<file path="src/rtl/timer_pkg.sv">
// Shared register map and CTRL field layout for the DBUS timer.
package timer_pkg;

  localparam logic [1:0] TMR_CTRL    = 2'd0;
  localparam logic [1:0] TMR_COUNT   = 2'd1;
  localparam logic [1:0] TMR_COMPARE = 2'd2;
  localparam logic [1:0] TMR_STATUS  = 2'd3;

  localparam int CTRL_EN_BIT          = 0;
  localparam int CTRL_AUTO_RELOAD_BIT = 1;
  localparam int CTRL_IRQ_EN_BIT      = 2;
  localparam int CTRL_PRESCALE_LSB    = 8;

  localparam int STATUS_PENDING_BIT   = 0;

endpackage

</file>
<file path="src/rtl/timer_prescaler.sv">
// Divides the clock by prescale+1, producing a one-cycle tick while enabled.
module timer_prescaler #(
  parameter int PRESCALE_W = 8
) (
  input  logic                  clk,
  input  logic                  rst,
  input  logic                  en,
  input  logic [PRESCALE_W-1:0] prescale,
  input  logic                  clear,
  output logic                  tick
);

  logic [PRESCALE_W-1:0] cnt;

  assign tick = en && (cnt == prescale);

  // NOTE: sequential state uses non-blocking assignments so every register
  // samples pre-edge values regardless of process ordering.
  always_ff @(posedge clk) begin
    if (rst || clear || !en || tick) begin
      cnt <= '0;
    end else begin
      cnt <= cnt + 1'b1;
    end
  end

endmodule

</file>
<file path="src/rtl/dbus_timer.sv">
// Memory-mapped 32-bit compare timer on the core data bus: register file,
// address decode, registered read mux and count/compare logic.
module dbus_timer
  import timer_pkg::*;
#(
  parameter logic [31:0] BASE_ADDR  = 32'h0000_0400,
  parameter int          PRESCALE_W = 8
) (
  input  logic        i_Clk,
  input  logic        i_Rst,
  input  logic        i_dBus_ReadEn,
  input  logic        i_dBus_WriteEn,
  input  logic [31:0] i_dBus_Addr,
  input  logic [31:0] i_dBus_DataWrite,
  output logic [31:0] o_dBus_DataRead,
  output logic        o_dBus_Hit,
  output logic        o_Interrupt
);

  logic                  en;
  logic                  auto_reload;
  logic                  irq_en;
  logic [PRESCALE_W-1:0] prescale;
  logic [31:0]           count;
  logic [31:0]           compare;
  logic                  pending;

  logic       in_window;
  logic [1:0] word_idx;
  logic       wr_ctrl;
  logic       wr_count;
  logic       wr_compare;
  logic       wr_status;
  logic       tick;
  logic       match;
  logic [31:0] ctrl_word;
  logic [31:0] read_word;

  assign in_window  = (i_dBus_Addr[31:4] == BASE_ADDR[31:4]);
  assign word_idx   = i_dBus_Addr[3:2];
  assign wr_ctrl    = in_window && i_dBus_WriteEn && (word_idx == TMR_CTRL);
  assign wr_count   = in_window && i_dBus_WriteEn && (word_idx == TMR_COUNT);
  assign wr_compare = in_window && i_dBus_WriteEn && (word_idx == TMR_COMPARE);
  assign wr_status  = in_window && i_dBus_WriteEn && (word_idx == TMR_STATUS);

  timer_prescaler #(
    .PRESCALE_W (PRESCALE_W)
  ) u_prescaler (
    .clk      (i_Clk),
    .rst      (i_Rst),
    .en       (en),
    .prescale (prescale),
    .clear    (wr_ctrl),
    .tick     (tick)
  );

  // A software write to COUNT swallows the tick, including its match.
  assign match = tick && !wr_count && (count == compare);

  always_comb begin
    ctrl_word                                         = '0;
    ctrl_word[CTRL_EN_BIT]                            = en;
    ctrl_word[CTRL_AUTO_RELOAD_BIT]                   = auto_reload;
    ctrl_word[CTRL_IRQ_EN_BIT]                        = irq_en;
    ctrl_word[CTRL_PRESCALE_LSB +: PRESCALE_W]        = prescale;
  end

  always_comb begin
    read_word = '0;
    unique case (word_idx)
      TMR_CTRL:    read_word = ctrl_word;
      TMR_COUNT:   read_word = count;
      TMR_COMPARE: read_word = compare;
      TMR_STATUS:  read_word[STATUS_PENDING_BIT] = pending;
      default:     read_word = '0;
    endcase
  end

  always_ff @(posedge i_Clk) begin
    if (i_Rst) begin
      en          <= 1'b0;
      auto_reload <= 1'b0;
      irq_en      <= 1'b0;
      prescale    <= '0;
    end else if (wr_ctrl) begin
      en          <= i_dBus_DataWrite[CTRL_EN_BIT];
      auto_reload <= i_dBus_DataWrite[CTRL_AUTO_RELOAD_BIT];
      irq_en      <= i_dBus_DataWrite[CTRL_IRQ_EN_BIT];
      prescale    <= i_dBus_DataWrite[CTRL_PRESCALE_LSB +: PRESCALE_W];
    end
  end

  always_ff @(posedge i_Clk) begin
    if (i_Rst) begin
      count <= '0;
    end else if (wr_count) begin
      count <= i_dBus_DataWrite;
    end else if (tick) begin
      count <= (match && auto_reload) ? 32'd0 : count + 32'd1;
    end
  end

  always_ff @(posedge i_Clk) begin
    if (i_Rst) begin
      compare <= '0;
    end else if (wr_compare) begin
      compare <= i_dBus_DataWrite;
    end
  end

  // Set has priority over write-1-to-clear so a coincident match is not lost.
  always_ff @(posedge i_Clk) begin
    if (i_Rst) begin
      pending <= 1'b0;
    end else if (match) begin
      pending <= 1'b1;
    end else if (wr_status && i_dBus_DataWrite[STATUS_PENDING_BIT]) begin
      pending <= 1'b0;
    end
  end

  // Read data reflects pre-write register contents on a combined read/write.
  always_ff @(posedge i_Clk) begin
    if (i_Rst) begin
      o_dBus_DataRead <= '0;
      o_dBus_Hit      <= 1'b0;
    end else begin
      o_dBus_DataRead <= (in_window && i_dBus_ReadEn) ? read_word : 32'd0;
      o_dBus_Hit      <= in_window && (i_dBus_ReadEn || i_dBus_WriteEn);
    end
  end

  assign o_Interrupt = pending && irq_en;

endmodule

</file>
<file path="config.mk">
export PLATFORM = sky130hd
export DESIGN_NAME = dbus_timer
export DESIGN_NICKNAME = d
export VERILOG_FILES = /design/src/rtl/timer_pkg.sv /design/src/rtl/timer_prescaler.sv /design/src/rtl/dbus_timer.sv
export SDC_FILE = /design/constraint.sdc
export NUM_CORES = 1
export LEC_CHECK = 0
export CORE_ASPECT_RATIO = 1.1
export CORE_MARGIN = 1.5
export CORE_UTILIZATION = 35
export CTS_BUF_LIST = sky130_fd_sc_hd__clkbuf_16
export CTS_CLUSTER_DIAMETER = 200
export CTS_CLUSTER_SIZE = 20
export DETAILED_ROUTE_END_ITERATION = 12
export PLACE_DENSITY = 0.62
export SYNTH_ARGS = -nofsm -noshare
export SYNTH_HDL_FRONTEND = slang
export SYNTH_SLANG_ARGS = --single-unit
export TNS_END_PERCENT = 10
</file>
<file path="constraint.sdc">
create_clock -name i_Clk -period 2.2 [get_ports i_Clk]
set_input_delay 0.55 -clock i_Clk [delete_from_list [all_inputs] [get_ports i_Clk]]
set_output_delay 0.55 -clock i_Clk [all_outputs]
set_load 0.05 [all_outputs]
</file>
Word level (Yosys, flattened, before mapping)
Cells that the tools add are included.
{"block": "word_totals", "reg_bits": 117, "input_bits": 68, "out_inout_bits": 34, "wordCells": 49}
{"block": "op_classes", "n_addsub": 2, "eq_ne": 6, "mux": 7, "bitwise": 1, "reduce_logical": 23}
{"cell": "two-way mux 32 bit", "count": 3}
{"cell": "one-hot mux 31 bit (3 select lines)", "count": 1}
{"cell": "adder 32 x 1 -> 32 bit, second input constant", "count": 1}
{"cell": "== test 32 bit", "count": 1}
{"cell": "== test 28 x 7 -> 1 bit, second input constant", "count": 1}
{"cell": "logical AND 1 bit", "count": 13}
{"cell": "adder 8 x 1 -> 8 bit, second input constant", "count": 1}
{"cell": "== test 8 bit", "count": 1}
{"cell": "== test 2 bit, second input constant", "count": 2}
{"cell": "logical OR 1 bit", "count": 4}
{"cell": "one-hot mux 1 bit (4 select lines)", "count": 1}
{"cell": "nonzero test 2 bit", "count": 2}
{"cell": "== test 2 x 1 -> 1 bit, second input constant", "count": 1}
{"cell": "zero test 1 bit", "count": 2}
{"cell": "zero test 2 bit", "count": 1}
{"cell": "two-way mux 1 bit", "count": 2}
{"cell": "OR reduction 2 bit", "count": 1}
{"cell": "inverter 1 bit", "count": 1}

Longest topological paths before layout
{"block": "logic_depth", "ltp_word": 10, "mapped_depth": 9, "ltp_nobuf": 8}

Modules after synthesis
A second synthesis with hierarchy kept.
{"block": "hier_totals", "cells_unflattened": 663, "area_unflattened_um2": 5714.2}
{"mod": "dbus_timer", "instances": 1, "cells_each": 618, "area_each_um2": 5310.1, "seq_area_each_um2": 2182.1}
{"mod": "timer_prescaler", "instances": 1, "cells_each": 45, "area_each_um2": 404.1, "seq_area_each_um2": 160.2}

Worst setup path after synthesis
No wires, ideal clock.
{"block": "synth_timing", "path_type": "input to register", "start": "input port i_dBus_Addr[5]", "end": "register count[11]", "setup_time_ns": 0.086, "arrival_ns": 2.104, "t_required_ns": 2.114, "slack_ns": 0.011, "stages": 8, "path_buffers": 2, "path_cell_list": "nor4b_1 > and4_1 > nand3_1 > nor2b_1 > clkbuf_1 > buf_1 > a31oi_1 > a211oi_1"}
{"block": "synth_between", "elab_chain_len": 10, "elab_cells_between_ends": 11, "cone_classes": "eq/ne: 1; mux: 3; reduce/logical: 7"}
{"item": "start, declared", "line_no": "dbus_timer.sv:13", "source": "input logic [31:0] i_dBus_Addr,"}
{"item": "== test 28 x 7 -> 1 bit *", "line_no": "dbus_timer.sv:39", "source": "assign in_window = (i_dBus_Addr[31:4] == BASE_ADDR[31:4]);"}
{"item": "logical AND 1 bit * (2 in series)", "line_no": "dbus_timer.sv:42", "source": "assign wr_count = in_window && i_dBus_WriteEn && (word_idx == TMR_COUNT);"}
{"item": "zero test 1 bit", "line_no": "dbus_timer.sv:58", "source": "assign match = tick && !wr_count && (count == compare);"}
{"item": "logical AND 1 bit (2 in series)", "line_no": "dbus_timer.sv:58"}
{"item": "logical AND 1 bit", "line_no": "dbus_timer.sv:99", "source": "count <= (match && auto_reload) ? 32'd0 : count + 32'd1;"}
{"item": "two-way mux 32 bit", "line_no": "dbus_timer.sv:99"}
{"item": "two-way mux 32 bit", "line_no": "dbus_timer.sv:98", "source": "end else if (tick) begin"}
{"item": "two-way mux 32 bit", "line_no": "dbus_timer.sv:96", "source": "end else if (wr_count) begin"}
{"item": "end signal, assigned", "line_no": "dbus_timer.sv:97", "source": "count <= i_dBus_DataWrite;"}
{"item": "end signal, assigned", "line_no": "dbus_timer.sv:99"}
{"item": "end, declared", "line_no": "dbus_timer.sv:24", "source": "logic [31:0] count;"}
Mark *: on every way between the ends. The rest lies on a longest branch, timed or not. The select of a mux whose other input is x is not followed.
A chain may end at the register's enable or synchronous reset.

Final worst setup path
{"block": "layout_timing", "start": "register compare[11]", "end": "register count[25]"}
{"block": "layout_between", "elab_chain_len": 6}
{"item": "start, declared", "line_no": "dbus_timer.sv:25", "source": "logic [31:0] compare;"}
{"item": "start signal, assigned", "line_no": "dbus_timer.sv:107", "source": "compare <= i_dBus_DataWrite;"}
{"item": "== test 32 bit", "line_no": "dbus_timer.sv:58"}
{"item": "logical AND 1 bit", "line_no": "dbus_timer.sv:58"}
{"item": "logical AND 1 bit", "line_no": "dbus_timer.sv:99"}
{"item": "two-way mux 32 bit", "line_no": "dbus_timer.sv:99"}
{"item": "two-way mux 32 bit", "line_no": "dbus_timer.sv:98"}
{"item": "two-way mux 32 bit", "line_no": "dbus_timer.sv:96"}
Every way passes these cells. The select of a mux whose other input is x is not followed.

==> impl_metrics.json <==
{
  "outcome": "finished, violations left",
  "failed_checks": "negative setup slack",
  "switching_power_mw": 1.07,
  "layout_min_cycle_time_ns": 2.34,
  "grt_overflow": 0,
  "max_freq_mhz": 427,
  "power_density_nw_per_um2": 591,
  "synth-edff-count": 0,
  "die_width_um": 124,
  "pwr-share-clk_pct": 52.4,
  "irDropWorstVdd_v": 0.000502,
  "timing.max_slew.rel_slack_pct": 64.5,
  "final_cell_area_um2": 8360,
  "placement.io_buffers": 99,
  "critPathTopFamily": "simple AND/OR/NAND/NOR gates",
  "yosys_synthesis_warning_count": 0,
  "clock_sink_count": 117,
  "regToRegStartpoint": "compare[11]$_SDFFE_PP0P_",
  "crit_start": "compare[11]$_SDFFE_PP0P_",
  "grt_pass1_vias": 5617,
  "crit_arrival_ns": 2.68,
  "cts_htree_levels": 4,
  "fin_skew_ns": 0.00882,
  "ys_ff_latch": 117,
  "overall_die_area_um2": 17000,
  "async_reset_ff_share_pct": 0,
  "reg2reg_setup_slack_ns": -0.14,
  "worstSetupEndpointType": "register",
  "worstPathRequired_ns": 2.53,
  "hold_buffers_post_cts": 0,
  "synth.yosys.seq_area_share_pct": 41.4,
  "report.power.total_mw": 4.94,
  "number_of_buffers_added_by_the_clock_tree_synthesis_step": 17,
  "rsz0062_at_grt": "true",
  "wirelength_um": 18600,
  "worst_setup_hold_path_clk_slew_ns": 0.05,
  "critPathMaxStageDelay_ns": 0.48,
  "share_of_post_route_cells_with_drive_strength_above_1_pct": 21.1,
  "layout-area-overhead-vs-synth_pct": 47.5,
  "drt_pre_antenna_iters": 5,
  "routed_wire_length_per_instance_um": 18.0,
  "synth_most_common_cell": "nor2_1",
  "post-dp-hpwl_um": 12500,
  "ctsRootBufferMaster": "clkbuf_16",
  "synth_top_area_share_pct": 41.4,
  "hold_path.class": "input port to register",
  "synth_nets": 736,
  "residual_drc": 0,
  "worstMarginPinSlew_ns": 0.527,
  "syn-mean-instance-area_um2": 8.50,
  "synth_area_leader_cell": "dfxtp_1",
  "core_um2": 15700,
  "critical_path.max_fanout": 5,
  "cp-start-kind": "register",
  "holdCritStartpoint": "i_Rst",
  "worst_r2r_path_depth": 8,
  "dr.first_iter.drc_count": 443,
  "timing.final.ws_setup_ns": -0.141,
  "post_synth_inst_count": 666,
  "syn-cell-area_um2": 5660,
  "effective_utilization_at_floorplan_pct": 36.0,
  "r2r-end": "count[25]$_SDFFE_PP0P_",
  "track_usage_pct": 22.0,
  "clock_tree.buffer_depth": 2,
  "ys_top_cells_by_area": "dfxtp_1 (41%), mux2i_1 (9.4%), nor2_1 (8.5%), xor2_1 (7.1%), a22oi_1 (2.8%)",
  "grt_start_max_net_pins": 49,
  "path_class": "register to register",
  "tritoncts": "done",
  "std_cell_rows": 48,
  "antenna_violations_before_repair": 0,
  "whs_path_depth": 2,
  "slowest_stage": "or4_4",
  "avgViaCountPerCell": 5.42,
  "grt_first_pass_wirelength_um": 29100,
  "cellInternalPower_mw": 3.87,
  "post-route-period-util_pct": 106,
  "final_net_count": 896,
  "gp_routability_congestion": 0.862,
  "synthFlopType": "dfxtp_1",
  "power.share.sequential_pct": 42.9,
  "synth_common_cells": "nor2_1 (128), dfxtp_1 (117), mux2i_1 (53)",
  "switching_share_pct": 21.7,
  "die_h_um": 136,
  "p_comb_share_pct": 4.6,
  "cp_num_buf_inv": 1,
  "timing.final.hold_violations": 0,
  "drv_cap": 0,
  "io_pins": 102,
  "holdPathEnd": "count[25]$_SDFFE_PP0P_",
  "slew_violations": 0,
  "insertedDiodeCount": 0,
  "post_synth_num_cell_types": 43,
  "drt.antenna.violating_nets": 0,
  "placement.cell_area_um2": 7400,
  "power_leakage_nw": 3.29,
  "vias": 5628,
  "finalSetupViolCount": 7,
  "worstPathCellList": "xor2_1, nor4_2, nand4_1, nor3_4, or2_4, buf_8, or4_4, a311oi_2",
  "worst_skew_pair.late_latency_ns": 0.43
}
==> stage by stage <==
stage          setup WS [ns]  utilization (%)  setup TNS [ns]  hold WS, ns  instances
5_1_grt               -0.176             53.1           -1.63        0.473       1038
2_1_floorplan         0.0105                -               0        0.455        666
3_5_place_dp          -0.608             47.0          -36.29        0.505        998
4_1_cts              -0.0107             51.5         -0.0112        0.437       1035
3_3_place_gp          -0.505             47.0          -30.61        0.490        998
6_report              -0.141             53.1          -0.471        0.486       1038
==> worst max path at each step <==
stage               cells past startpoint                       end  slack, ns
CTS                                     7    count[25]$_SDFFE_PP0P_      -0.01
detailed placement                      9  compare[22]$_SDFFE_PP0P_      -0.61
global placement                        9  compare[16]$_SDFFE_PP0P_      -0.50
finish                                  8    count[25]$_SDFFE_PP0P_      -0.14
floorplan                               8    count[11]$_SDFFE_PP0P_       0.01
global route                            8    count[25]$_SDFFE_PP0P_      -0.18
==> power groups by stage <==
| stage | Combinational, mW | Sequential [mW] | Clock [mW] |
|---|---|---|---|
| after floorplan | 0.0524 | 2.17 | 0 |
| after global placement | 0.222 | 2.17 | 0 |
| after detailed placement | 0.223 | 2.17 | 0 |
| after CTS | 0.226 | 2.12 | 2.63 |
| after global routing | 0.238 | 2.12 | 2.73 |
| final | 0.229 | 2.12 | 2.59 |
==> what timing repair did <==
| action | in CTS | in global routing |
|---|---|---|
| cloned | 2 | 2 |
| endpoints found under the setup margin | 38 | 83 |
| resized for setup | 22 | 59 |
| setup buffers | 4 | 1 |
| pin swaps | 8 | 23 |
| hold endpoints to repair | 0 | 0 |
==> area by class of cell <==
class	instances	area, µm²
clock buffer	17	425
clock inverter	14	123
timing repair buffer	195	1900
multi-input combinational	489	3280
tap	200	250
fill	1416	7380
sequential	117	2360
inverter	6	22.5
==> metal layers <==
layer | track usage (%) | part of all wire [%] | vias to the layer above | routed length, µm
li1 | - | - | 2643 | -
met2 | 37.8 | 49 | 218 | 9190
met3 | 6.02 | 6.6 | 37 | 1220
met1 | 26.0 | 42 | 2730 | 7760
met5 | 0 | 0 | - | 0
met4 | 8.68 | 2.6 | 0 | 480
==> registers in the layout (all words and copies together) (netlist names) <==
register and cells:
prescale 8, o_dBus_DataRead 32, pending 1, auto_reload 1, en 1, o_dBus_Hit 1, u_prescaler.cnt 8, count 32
compare 32, irq_en 1
==> layout by cell type, fill, tap and decap left out, types with 8 or more instances in the layout <==
cell / synthesis / routed
a211oi_1: 9 / 8
a21o_1: 11 / 11
a21oi_1: 20 / 20
a22oi_1: 21 / 21
buf_4: 0 / 81
clkbuf_16: 0 / 18
clkdlybuf4s50_1: 0 / 79
dfxtp_1: 117 / 103
dfxtp_2: 0 / 14
dlymetal6s2s_1: 0 / 17
inv_1: 6 / 9
mux2i_1: 53 / 53
nand2_1: 28 / 28
nand3_1: 30 / 29
nand4_1: 9 / 9
nor2_1: 128 / 128
o21ai_0: 31 / 29
or3_1: 9 / 8
xnor2_1: 11 / 10
xor2_1: 46 / 40
==> kinds of logic after synthesis <==
logic type               count (synthesis)  share of synthesized area (%)
XOR/XNOR                                57                           8.82
AO/OA/AOI/OAI                          117                           13.3
buffers and inverters                   60                           4.53
adder cells (fa/ha/maj)                  2                          0.442
flip-flops                             117                           41.4
multiplexers                            54                           9.77
AND/OR/NAND/NOR                        259                           21.8
No activity file was read; power rests on OpenSTA's default activity.
